$ cat src/rtl/axis_m_pkg.sv
// Shared types and constants for the axis_m single-beat AXI4-Stream master.
package axis_m_pkg;

  localparam int unsigned DefaultDataWidth = 32;

  // Transfer sequencing: capture a word, wait for send to drop, present the beat.
  typedef enum logic [1:0] {
    StIdle,
    StArmed,
    StValid
  } state_e;

endpackage

$ cat src/rtl/axis_m.sv
// axis_m: single-beat AXI4-Stream master.
// A send request captures one word; the beat goes out one clock after send drops.
// Optional build macro AXIS_M_TLAST_EN: when defined, tlast follows tvalid so that
// every beat is marked last; when undefined, tlast is tied low.
module axis_m
  import axis_m_pkg::*;
#(
  parameter int unsigned DATA_WIDTH = DefaultDataWidth
) (
  input  logic                  aclk,
  input  logic                  areset_n,
  input  logic [DATA_WIDTH-1:0] data,
  input  logic                  send,
  input  logic                  tready,
  output logic                  tvalid,
  output logic [DATA_WIDTH-1:0] tdata,
  output logic                  tlast,
  output logic                  finish
);

  state_e                state_q, state_d;
  logic [DATA_WIDTH-1:0] word_q, word_d;
  logic [DATA_WIDTH-1:0] tdata_q, tdata_d;
  logic                  tvalid_q, tvalid_d;
  logic                  finish_q, finish_d;

  // Next-state and registered-output decode; outputs are computed one edge ahead.
  always_comb begin
    state_d  = state_q;
    word_d   = word_q;
    tdata_d  = tdata_q;
    tvalid_d = tvalid_q;
    finish_d = 1'b0;
    case (state_q)
      StIdle: begin
        if (send) begin
          word_d  = data;
          state_d = StArmed;
        end
      end
      StArmed: begin
        if (!send) begin
          state_d  = StValid;
          tvalid_d = 1'b1;
          tdata_d  = word_q;
        end
      end
      StValid: begin
        // send is deliberately ignored here, including on the handshake edge.
        if (tready) begin
          state_d  = StIdle;
          tvalid_d = 1'b0;
          finish_d = 1'b1;
        end
      end
      default: begin
        state_d  = StIdle;
        tvalid_d = 1'b0;
      end
    endcase
  end

  // State and output registers; reset aborts any transfer without a finish pulse.
  always_ff @(posedge aclk or negedge areset_n) begin
    if (!areset_n) begin
      state_q  <= StIdle;
      word_q   <= '0;
      tdata_q  <= '0;
      tvalid_q <= 1'b0;
      finish_q <= 1'b0;
    end else begin
      state_q  <= state_d;
      word_q   <= word_d;
      tdata_q  <= tdata_d;
      tvalid_q <= tvalid_d;
      finish_q <= finish_d;
    end
  end

  assign tvalid = tvalid_q;
  assign tdata  = tdata_q;
  assign finish = finish_q;

`ifdef AXIS_M_TLAST_EN
  logic tlast_q;

  // Every beat is a single-beat packet, so last tracks valid exactly.
  always_ff @(posedge aclk or negedge areset_n) begin
    if (!areset_n) begin
      tlast_q <= 1'b0;
    end else begin
      tlast_q <= tvalid_d;
    end
  end

  assign tlast = tlast_q;
`else
  assign tlast = 1'b0;
`endif

endmodule

$ cat config.mk
export PLATFORM = sky130hd
export DESIGN_NAME = axis_m
export DESIGN_NICKNAME = d
export VERILOG_FILES = /design/src/rtl/axis_m_pkg.sv /design/src/rtl/axis_m.sv
export SDC_FILE = /design/constraint.sdc
export NUM_CORES = 1
export LEC_CHECK = 0
export ABC_AREA = 1
export BUFFER_PORTS_ARGS = -buffer_cell sky130_fd_sc_hd__clkbuf_2
export CAP_MARGIN = 10
export CORE_UTILIZATION = 46
export CTS_CLUSTER_DIAMETER = 60
export CTS_CLUSTER_SIZE = 40
export DETAILED_ROUTE_END_ITERATION = 8
export PLACE_DENSITY = 0.81
export SLEW_MARGIN = 20
export SYNTH_ARGS = -nofsm -noshare
export SYNTH_HDL_FRONTEND = slang
export SYNTH_SLANG_ARGS = --single-unit
export TNS_END_PERCENT = 100
$ cat constraint.sdc
create_clock -name aclk -period 1.65 [get_ports aclk]
set_clock_uncertainty 0.15 [all_clocks]
set_input_delay 0.2475 -clock aclk [delete_from_list [all_inputs] [get_ports aclk]]
set_output_delay 0.2475 -clock aclk [all_outputs]
set_load 0.01 [all_outputs]
**Yosys cells after proc, flatten, opt, wreduce, memory -nomap -nowiden**

Index checks and enable logic that the tools add are counted.

- Equality and inequality tests: 5
- Muxes and demuxes: 9
- Bitwise gates (word level): 2
- Reductions and logical operators: 5

Operators by type and width:

| kind | number |
|---|---|
| $mux W2 | 3 |
| $ne A2 B2 Y1 const B | 3 |
| $pmux W2 S3 | 1 |
| $reduce_and A3 Y1 | 2 |
| $mux W1 | 4 |
| $reduce_and A2 Y1 | 2 |
| $pmux W1 S3 | 1 |
| $eq A2 B1 Y1 const B | 1 |
| $eq A2 B2 Y1 const B | 1 |
| $logic_not A2 Y1 | 1 |
| $not A1 Y1 | 2 |

- Flip-flop bits (word level): 68
- Input port bits: 36
- Output and inout bits: 35
- Logic and storage cells: 26

**Depth between registers and ports, before layout**

Gate-level depths: netlist of the first run.

- Depth in word-level cells: 3
- Gate-level depth with buffers: 6
- Depth with buffers taken out: 5

**Worst setup path before layout of the first run**

OpenSTA, ideal clock, no wires.

- Path type: register -> register
- Start point: reg state_q[0]
- End point: reg word_q[10]
- Library setup time: 121 ps
- Data arrival time: 986 ps
- Required time: 1379 ps
- Path slack: 393 ps
- Stages on the path, launching flop included: 7
- Buffers on the path: 2
- Period minus slack after synthesis: 1257 ps
- Cell sequence: dfrtp_1 > inv_2 > nand3_1 > buf_4 > buf_4 > nor2_1 > a21oi_2

- Word-level cells in the longest chain between the ends: 2

RTL lines:

| item | line | text |
|---|---|---|
| start, declared | axis_m.sv:21 | `state_e state_q, state_d;` |
| start signal, assigned | axis_m.sv:66 | `state_q <= StIdle;` |
| start signal, assigned | axis_m.sv:72 | `state_q <= state_d;` |
| $logic_not A2 Y1 | axis_m.sv:34 | `case (state_q)` |
| $reduce_and A2 Y1 (no source line) | n/a |  |
| end signal, assigned | axis_m.sv:73 | `word_q <= word_d;` |
| end, declared | axis_m.sv:22 | `logic [DATA_WIDTH-1:0] word_q, word_d;` |

No other way between the ends.
A chain may end at the register's enable or synchronous reset.

**Final worst setup path of the first run**

- Start point: reg state_q[0]
- End point: reg word_q[15]

Same word-level chain as after synthesis.

==> results of run 1 <==
## power by group through the flow
stage          logic (uW)  registers, uW  clock network (uW)
2_1_floorplan        1290           2990                   0
3_3_place_gp         2140           2820                   0
3_5_place_dp         2230           2840                   0
4_1_cts              2250           2820                1590
5_1_grt              2530           2900                1660
6_report             2220           2800                1560
## cell type report
| class | instances | share of cell area, % |
|---|---|---|
| Sequential cell | 68 | 50.0 |
| Multi-Input combinational cell | 140 | 20.2 |
| Timing Repair Buffer | 87 | 16.5 |
| Clock buffer | 12 | 4.85 |
| Inverter | 35 | 3.86 |
| Tap cell | 72 | 2.65 |
| Clock inverter | 4 | 2.06 |
## repair_timing
| action | in CTS | in global routing |
|---|---|---|
| endpoints found under the hold margin | 79 | 0 |
| setup buffers | 0 | 0 |
| resized for setup | 0 | 0 |
| hold buffers | 12 | 0 |
| endpoints found under the setup margin | 0 | 0 |
## placed cells by master, fill, tap and decap left out
master,netlist,routed
o21bai_1,1,1
inv_2,2,2
a21oi_1,15,15
o21ai_1,4,4
dfrtp_1,68,68
nand3_2,0,1
nand2_1,37,37
clkbuf_2,0,68
clkinv_2,0,2
buf_4,9,2
inv_1,33,33
clkbuf_8,0,12
dlygate4sd3_1,0,12
conb_1,1,1
buf_2,2,1
bufinv_16,0,2
o21ai_0,28,28
nor2_1,32,32
nand3b_1,1,1
nand3_1,3,2
nor3_1,1,1
a21oi_2,17,17
buf_12,0,4
## stage by stage
stage / hold WS, ps / worst slack [ps] / instances
finish: 16.3 / 163 / 418
global route: 8.97 / 47.3 / 418
CTS: 0.986 / 152 / 418
detailed placement: 149 / 170 / 390
global placement: 144 / 211 / 390
floorplan: -198 / 393 / 258
## Yosys cell counts, drive strengths merged
cell and number:
nand3 3, buf 13, nor3 1, nor2 32, dfrtp 68, conb 1, inv 35, clkbuf 2
o21bai 1, a21oi 32, nand2 37, nand3b 1, o21ai 32
## layer usage
metal	vias to the layer above	global-route usage, %	share of wire [%]
li1	969	-	-
met1	882	21.3	47
met2	54	28.2	47
met3	7	4.59	4.9
met4	0	9.62	1.4
met5	-	0	0
## worst reg2reg max path: cells and delay by family (launching register included)
kind            cells  cell delay (ps)
simple gates        2              410
compound gates      1               40
buf+inv             2              360
flops               1              410
## kinds of logic after synthesis
family	count (synthesis)
AO/OA/AOI/OAI	65
other	1
flip-flops	68
AND/OR/NAND/NOR	74
buffers and inverters	50
## worst paths after layout
kind | start | endpoint | cells after the start
worst max-delay path | state_q[0]$_DFFE_PN0P_ | word_q[15]$_DFFE_PN0P_ | 5
worst min register to register | tvalid$_DFFE_PN0P_ | tvalid$_DFFE_PN0P_ | 2
worst max register to register | state_q[0]$_DFFE_PN0P_ | word_q[15]$_DFFE_PN0P_ | 5
max in group asynchronous | areset_n | word_q[5]$_DFFE_PN0P_ | 3
min in group asynchronous | areset_n | tdata[10]$_DFFE_PN0P_ | 3
worst min-delay path | data[31] | word_q[31]$_DFFE_PN0P_ | 3
## registers in the layout, indices dropped and copies added, names as in the netlist
| register | flops |
|---|---|
| word_q | 32 |
| tvalid | 1 |
| tdata | 32 |
| finish | 1 |
| state_q | 2 |
==> metrics.csv, run 1 <==
metric;value;unit
worst skew pair latency;320;ps
HPWL Detailed;3110;um
leakage dissipation;0.00182;uW
multi-input logic area;687;um2
post-route minimum period;1490;ps
startpoint types;register;
CTS Sinks;68;
# DRC;0;
Tot GR Track Use;17.5;%
status;complete, no violations;
via density per instance;4.57;
largest family of logic cells by synthesized area;compound AO/OA/AOI/OAI gates;
Hold Fails Final Rpt;0;
Worst IR Drop VDD;0.870;mV
core footprint;5510;um2
Ports;71;
final core utilization;61.8;%
CP Class;register to register;
NetSw;2220;uW
Synth Area in Adders;0;%
register area share after synthesis;64.9;%
clk root buf;clkbuf_8;
crit path cell chain;inv_2, nand3_2, buf_12, nor2_1, a21oi_2;
first-pass GRT wire length;8020;um
row count;27;
Initial Utilization;47.6;%
RSZ-0062 raised after global routing;false;
Num CTS Buffers;9;
cell area after layout;3410;um2
Area growth, synth to finish;29.9;%
CTS HTree Levels;3;
initial antenna violation count;0;
crit end category;register;
Synth area leaders;dfrtp_1 (65%), a21oi_2 (5.7%), o21ai_0 (5.3%), nand2_1 (5.3%), inv_1 (4.7%);
fill count;453;
required time of the worst setup path;1720;ps
gpl congestion;0.738;
clock power share;23.7;%
P_int;4350;uW
sequential share of power;42.6;%
Final Cycle Share;90.1;%
syn_nets;294;
HP Class;input pin to register;
area of the die;6010;um2
synthesized area per cell;10.2;um2
slowest library cell on the worst path;dfrtp_1;
Post-DRT Antenna Nets;0;
fin. max-slew vios;0;
first-pass iteration count of the detailed router;4;
Antenna Cells;0;
Reg area;1700;um2
routed wire length per instance;11.3;um
Final Power;6580;uW
Net Sw Frac;33.8;%
post-synthesis mux area share;0;%
worst stage delay on the critical path;410;ps
critical path peak fanout;19;
final layout net count;377;
CTS tree;yes;
Simple-Gate Fraction of Synth Area;10.9;%
pwr/cell area;1930;nW/um2
CP top delay family;simple AND/OR/NAND/NOR gates;
Syn Inst Count;258;
Die W;77.5;um
Placed Area;3050;um2
Yosys warnings;0;
#FFs+latches synth;68;
largest net degree at the start of global routing;69;
Mapped Area;2620;um2
DRT iter0 DRCs;95;
vias in the first global route;1831;
post-synth top area share;64.9;%
Achievable Freq;673;MHz
Max Cap Viol;0;
# setup viols final;0;
Synth Area in Compound Gates;14.9;%
total wire length;4730;um
Congestion Overflow GR;0;
combinational power share;33.7;%
WP data arrival;1550;ps
Cell variety after synth;18;
Via Count;1912;
XOR/XNOR Fraction of Synth Area;0;%
CP bufs+invs;2;
post-synth top area cell;dfrtp_1;
share of cells above drive strength 1;32.1;%
Worst-path clk slew;70;ps
Longest Clk Path Bufs;2;
FF-to-FF setup slack;160;ps
IO Port Bufs;69;
Sum Neg Setup Slack;0;ps
die span in y;77.5;um
No activity file was read; power rests on OpenSTA's default activity.
==> inputs of run 2 (changes only) <==
--- a/config.mk
+++ b/config.mk
@@ -6,13 +6,15 @@
 export NUM_CORES = 1
 export LEC_CHECK = 0
 export ABC_AREA = 1
-export BUFFER_PORTS_ARGS = -buffer_cell sky130_fd_sc_hd__clkbuf_2
+export BUFFER_PORTS_ARGS = -buffer_cell sky130_fd_sc_hd__buf_2
 export CAP_MARGIN = 10
-export CORE_UTILIZATION = 46
+export CELL_PAD_IN_SITES_DETAIL_PLACEMENT = 2
+export CELL_PAD_IN_SITES_GLOBAL_PLACEMENT = 2
+export CORE_UTILIZATION = 28
 export CTS_CLUSTER_DIAMETER = 60
 export CTS_CLUSTER_SIZE = 40
 export DETAILED_ROUTE_END_ITERATION = 8
-export PLACE_DENSITY = 0.81
+export PLACE_DENSITY = 0.84
 export SLEW_MARGIN = 20
 export SYNTH_ARGS = -nofsm -noshare
 export SYNTH_HDL_FRONTEND = slang
==> constraint.sdc (replaced) <==
create_clock -name aclk -period 1.2 [get_ports aclk]
set_clock_uncertainty 0.15 [all_clocks]
set_input_delay 0.18 -clock aclk [delete_from_list [all_inputs] [get_ports aclk]]
set_output_delay 0.18 -clock aclk [all_outputs]
set_load 0.01 [all_outputs]
==> run 2 against run 1 <==
Net effect:
- largest power group is now combinational logic
- die area up 62%
- worst hold slack improved by 120 ps
- the flow now finishes with violations (negative setup slack)
- critical path depth rose by 1
- final cell count up 22%
- flip-flop and latch count stayed put
- cell area increased by 22%
==> metrics.csv, run 2 (same netlist as run 1, synthesis figures left out) <==
metric;value;unit
status;finished, violations left;
failing checks;negative setup slack;
Area growth, synth to finish;58.0;%
total wire length;8670;um
Most Crowded Layer GR;met2;
Num CTS Buffers;9;
Longest Clk Path Bufs;2;
row count;34;
worst stage delay on the critical path;390;ps
Antenna Cells;0;
most common cell after layout, fill and taps aside;dfrtp_1;
fin. max-slew vios;0;
Via Count;2337;
first-pass GRT wire length;12600;um
Max Cap Viol;0;
Hold Fails Final Rpt;0;
most frequent cells in the layout;dfrtp_1 (67), buf_2 (63), dlygate4sd3_1 (35), inv_1 (33), buf_4 (29);
Final Cycle Share;113;%
Worst IR Drop VDD;0.784;mV
HPWL Detailed;4110;um
first-pass iteration count of the detailed router;4;
HP Class;input pin to register;
CTS Sinks;68;
final layout net count;432;
pwr/cell area;2560;nW/um2
worst skew pair latency;340;ps
slowest library cell on the worst path;dfrtp_1;
die span in y;98.8;um
share of cells above drive strength 1;46.8;%
# DRC;0;
Post-DRT Antenna Nets;0;
met1 GRT Util;19.4;%
CP Class;register to register;
clk root buf;clkbuf_8;
crit path cell chain;inv_2, buf_4, nand3_4, buf_4, nor2_1, a21oi_1;
post-route minimum period;1360;ps
leakage dissipation;0.00209;uW
CTS tree;yes;
Tot GR Track Use;16.9;%
CTS HTree Levels;3;
met3 usage;3.55;%
Worst-path clk slew;80;ps
required time of the worst setup path;1260;ps
Final Worst Setup Slack;-162;ps
DRT iter0 DRCs;34;
Final Power;10600;uW
via density per instance;4.60;
gpl congestion;0.663;
routed wire length per instance;17.1;um
# setup viols final;76;
startpoint types;register;
critical path's most frequent cell;buf_4;
Placed Area;3150;um2
initial antenna violation count;1;
vias in the first global route;2532;
Die W;98.8;um
Initial Utilization;29.5;%
Congestion Overflow GR;0;
core footprint;8890;um2
Ports;71;
largest net degree at the start of global routing;69;
IO Port Bufs;69;
Achievable Freq;734;MHz
WP data arrival;1420;ps
cell area after layout;4140;um2
RSZ-0062 raised after global routing;true;
M2 GR Usage;31.0;%
area of the die;9760;um2
crit end category;register;
critical path peak fanout;9;
==> run 2: cell count changes in the layout (fill, tap and decap cells not counted), sizes merged <==
cell	previous run	this run
buf	7	106
bufinv	2	0
clkbuf	80	14
dlygate4sd3	12	35
==> run 2: power by group <==
group | switching, uW | internal (uW) | leakage [uW] | total [uW]
Combinational | 2640 | 2320 | 0.00121 | 4960
Sequential | 534 | 3410 | 0.000789 | 3940
Clock | 860 | 849 | 0.0000893 | 1710
Total | 4030 | 6580 | 0.00209 | 10600
==> run 2: worst paths after layout <==
path                                     endpoint                   start  slack, ps  cells after the start
setup / recovery           word_q[18]$_DFFE_PN0P_  state_q[1]$_DFFE_PN0P_       -160                      6
hold / removal                 tvalid$_DFFE_PN0P_                    send        140                      5
setup reg to reg           word_q[18]$_DFFE_PN0P_  state_q[1]$_DFFE_PN0P_       -160                      6
hold reg to reg              tdata[1]$_DFFE_PN0P_    tdata[1]$_DFFE_PN0P_        340                      2
max in group asynchronous  word_q[29]$_DFFE_PN0P_                areset_n        320                      3
min in group asynchronous  word_q[12]$_DFFE_PN0P_                areset_n        240                      3
==> run 2: routing by layer <==
layer  routed length, um  vias to the layer above
met2                4870                       58
met4                 154                        2
met3                 257                       16
li1                    -                     1079
met1                3370                     1182
met5                  16                        -
==> run 2: through the flow <==
stage	setup WS [ps]	util [%]	std cells	hold slack, ps	setup TNS [ps]
after floorplan	-14.5	-	258	-266	-508
after global placement	-58.7	35.5	427	80.4	-1340
after detailed placement	-134	35.5	427	91.4	-5000
after CTS	-103	43.6	492	99.9	-5000
after global routing	-245	46.6	508	173	-12310
final	-162	46.6	508	141	-6490
==> run 2: critical path, delay by kind of cell, from the launching register on <==
family          cells  cell delay, ps
compound gates      1              70
simple gates        2             230
buf+inv             3             370
flops               1             390
==> run 2: what timing repair did <==
action / CTS / global route
resized for setup: 14 / 34
buffers inserted: 12 / 15
endpoints found under the setup margin: 90 / 101
cloned: 3 / 1
hold endpoints to repair: 102 / 0
pin swaps: 1 / 2
hold buffers: 35 / 0
==> run 2: final cells by class <==
type,instances,area (um2)
inverters,35,131
multi-input cells,140,856
clock inverters,2,10.0
well taps,108,135
clock buffers,13,159
fillers,907,4750
repair buffers,142,1150
flip-flops and latches,68,1700
==> inputs of run 3 (changes only) <==
--- a/config.mk
+++ b/config.mk
@@ -5,12 +5,11 @@
 export SDC_FILE = /design/constraint.sdc
 export NUM_CORES = 1
 export LEC_CHECK = 0
-export ABC_AREA = 1
 export BUFFER_PORTS_ARGS = -buffer_cell sky130_fd_sc_hd__buf_2
 export CAP_MARGIN = 10
 export CELL_PAD_IN_SITES_DETAIL_PLACEMENT = 2
 export CELL_PAD_IN_SITES_GLOBAL_PLACEMENT = 2
-export CORE_UTILIZATION = 28
+export CORE_UTILIZATION = 32
 export CTS_CLUSTER_DIAMETER = 60
 export CTS_CLUSTER_SIZE = 40
 export DETAILED_ROUTE_END_ITERATION = 8
==> run 3 against run 2 <==
Net effect:
- the flow still finishes with violations (negative setup slack)
- first-iteration DRC count decreased by 15%
- final cell count decreased by 22%
- global-route usage decreased by 0.75 points
- utilization increased by 6.4 points
- via count decreased by 24%
==> metrics.csv, run 3 <==
metric;value;unit
status;finished, violations left;
failing checks;negative setup slack;
synthesized area per cell;17.1;um2
largest family of logic cells by synthesized area;multiplexers;
Final Worst Setup Slack;-364;ps
Max Cap Viol;0;
Post-synth top flop;dfrtp_1;
critical path peak fanout;9;
via density per instance;4.49;
Synth Area in Compound Gates;0.684;%
Num CTS Buffers;9;
count leader, synth;dfrtp_1;
required time of the worst setup path;1260;ps
IO Port Bufs;69;
Via Count;1772;
FF-to-FF setup slack;-360;ps
Antenna Cells;0;
Yosys warnings;0;
post-synth top area cell;dfrtp_1;
asr flop ratio synth;100;%
top post-synthesis cells by count;dfrtp_1 (68), mux2_2 (60), buf_4 (4), mux2_1 (4), buf_6 (3);
initial antenna violation count;0;
first-pass GRT wire length;10300;um
Initial Utilization;33.1;%
gpl congestion;0.636;
Post-DRT Antenna Nets;0;
RSZ-0062 raised after global routing;true;
largest net degree at the start of global routing;69;
Area growth, synth to finish;59.9;%
startpoint types;register;
Reg area;1700;um2
syn_nets;186;
share of cells above drive strength 1;61.4;%
Mapped Area;2560;um2
post-synth top area share;66.5;%
Simple-Gate Fraction of Synth Area;1.91;%
HP Class;input pin to register;
Worst-path clk slew;70;ps
register area share after synthesis;66.5;%
#FFs+latches synth;68;
Hold Fails Final Rpt;0;
Longest Clk Path Bufs;2;
Synth Area in Adders;0;%
CTS tree;yes;
multi-input logic area;992;um2
routed wire length per instance;17.7;um
area of the die;8360;um2
CTS HTree Levels;3;
crit end category;register;
Congestion Overflow GR;0;
Post-synth EDFFs;0;
clk root buf;clkbuf_8;
worst skew pair latency;330;ps
core footprint;7730;um2
die span in y;91.4;um
DRT iter0 DRCs;29;
row count;32;
final layout net count;325;
Final Cycle Share;130;%
WP data arrival;1620;ps
# setup viols final;67;
most frequent cells in the layout;dfrtp_1 (67), buf_2 (64), mux2_4 (50), dlygate4sd3_1 (34), buf_4 (20);
Achievable Freq;640;MHz
total wire length;6990;um
post-synthesis mux area share;28.2;%
vias in the first global route;1989;
Placed Area;3210;um2
Syn Inst Count;150;
XOR/XNOR Fraction of Synth Area;0;%
fin. max-slew vios;0;
hold_ws;142;ps
# DRC;0;
Synth area leaders;dfrtp_1 (66%), mux2_2 (26%), mux2_1 (1.8%), buf_6 (1.3%), buf_4 (1.2%);
Cell variety after synth;15;
post-route minimum period;1560;ps
fill count;711;
Worst IR Drop VDD;0.747;mV
most common cell after layout, fill and taps aside;dfrtp_1;
CP Class;register to register;
leakage dissipation;0.00198;uW
pwr/cell area;1960;nW/um2
CTS Sinks;68;
cell area after layout;4090;um2
HPWL Detailed;3710;um
Ports;71;
first-pass iteration count of the detailed router;2;
Tot GR Track Use;16.1;%
Die W;91.4;um
## run 3: through the flow
step	setup WS, ps	std cells	power [uW]	setup TNS (ps)	util, %
after floorplan	-339	150	4670	-19900	-
after global placement	-404	324	5440	-21650	41.5
after detailed placement	-389	324	5560	-22460	41.5
after CTS	-372	380	7530	-21340	49.9
after global routing	-395	395	8490	-24270	53.0
final	-364	395	8040	-20620	53.0
## run 3: path summary, 6_finish.rpt
check	startpoint	endpoint	cells past startpoint
worst max-delay path	state_q[1]$_DFFE_PN0P_	tdata[16]$_DFFE_PN0P_	4
worst min-delay path	send	state_q[0]$_DFFE_PN0P_	4
worst max register to register	state_q[1]$_DFFE_PN0P_	tdata[16]$_DFFE_PN0P_	4
worst min register to register	tdata[25]$_DFFE_PN0P_	tdata[25]$_DFFE_PN0P_	1
max in group asynchronous	areset_n	state_q[1]$_DFFE_PN0P_	3
min in group asynchronous	areset_n	tdata[8]$_DFFE_PN0P_	3
## run 3: area by class of cell
class                   instances  share of cell area (%)
clock buffers                  13                    3.88
clock inverters                 2                   0.244
inverters                       1                  0.0917
multi-input cells              74                    24.2
flip-flops and latches         68                    41.6
well taps                     102                    3.12
repair buffers                135                    26.8
## run 3: logic make-up after synthesis
logic type | count (synthesis)
compound gates | 3
other cells | 1
simple gates | 6
mux | 64
flops | 68
buf+inv | 8
## run 3: power by group
part	switching [uW]	leakage, uW	total, uW	internal [uW]
Sequential	480	0.000799	3550	3070
Clock	816	0.0000893	1660	848
Combinational	1010	0.00110	2830	1820
## run 3: what timing repair did
| item | CTS | global route |
|---|---|---|
| cloned | 1 | 2 |
| gates resized for setup | 18 | 22 |
| setup buffers | 6 | 13 |
| setup endpoints to repair | 76 | 99 |
| hold buffers | 34 | 0 |
| endpoints found under the hold margin | 101 | 0 |
| pin swaps | 1 | 2 |
## run 3: worst max-delay path, cell delays in order (launching register included)
cell     delay (ps)
dfrtp_2         450
nor3b_4         190
buf_6           170
buf_12          140
mux2_2          350
## run 3: routing by layer
| metal | vias to the layer above | track usage [%] | routed length, um |
|---|---|---|---|
| met3 | 4 | 3.27 | 252 |
| li1 | 800 | - | - |
| met4 | 0 | 5.16 | 43 |
| met2 | 46 | 28.4 | 3760 |
| met5 | - | 0 | 0 |
| met1 | 922 | 19.8 | 2930 |
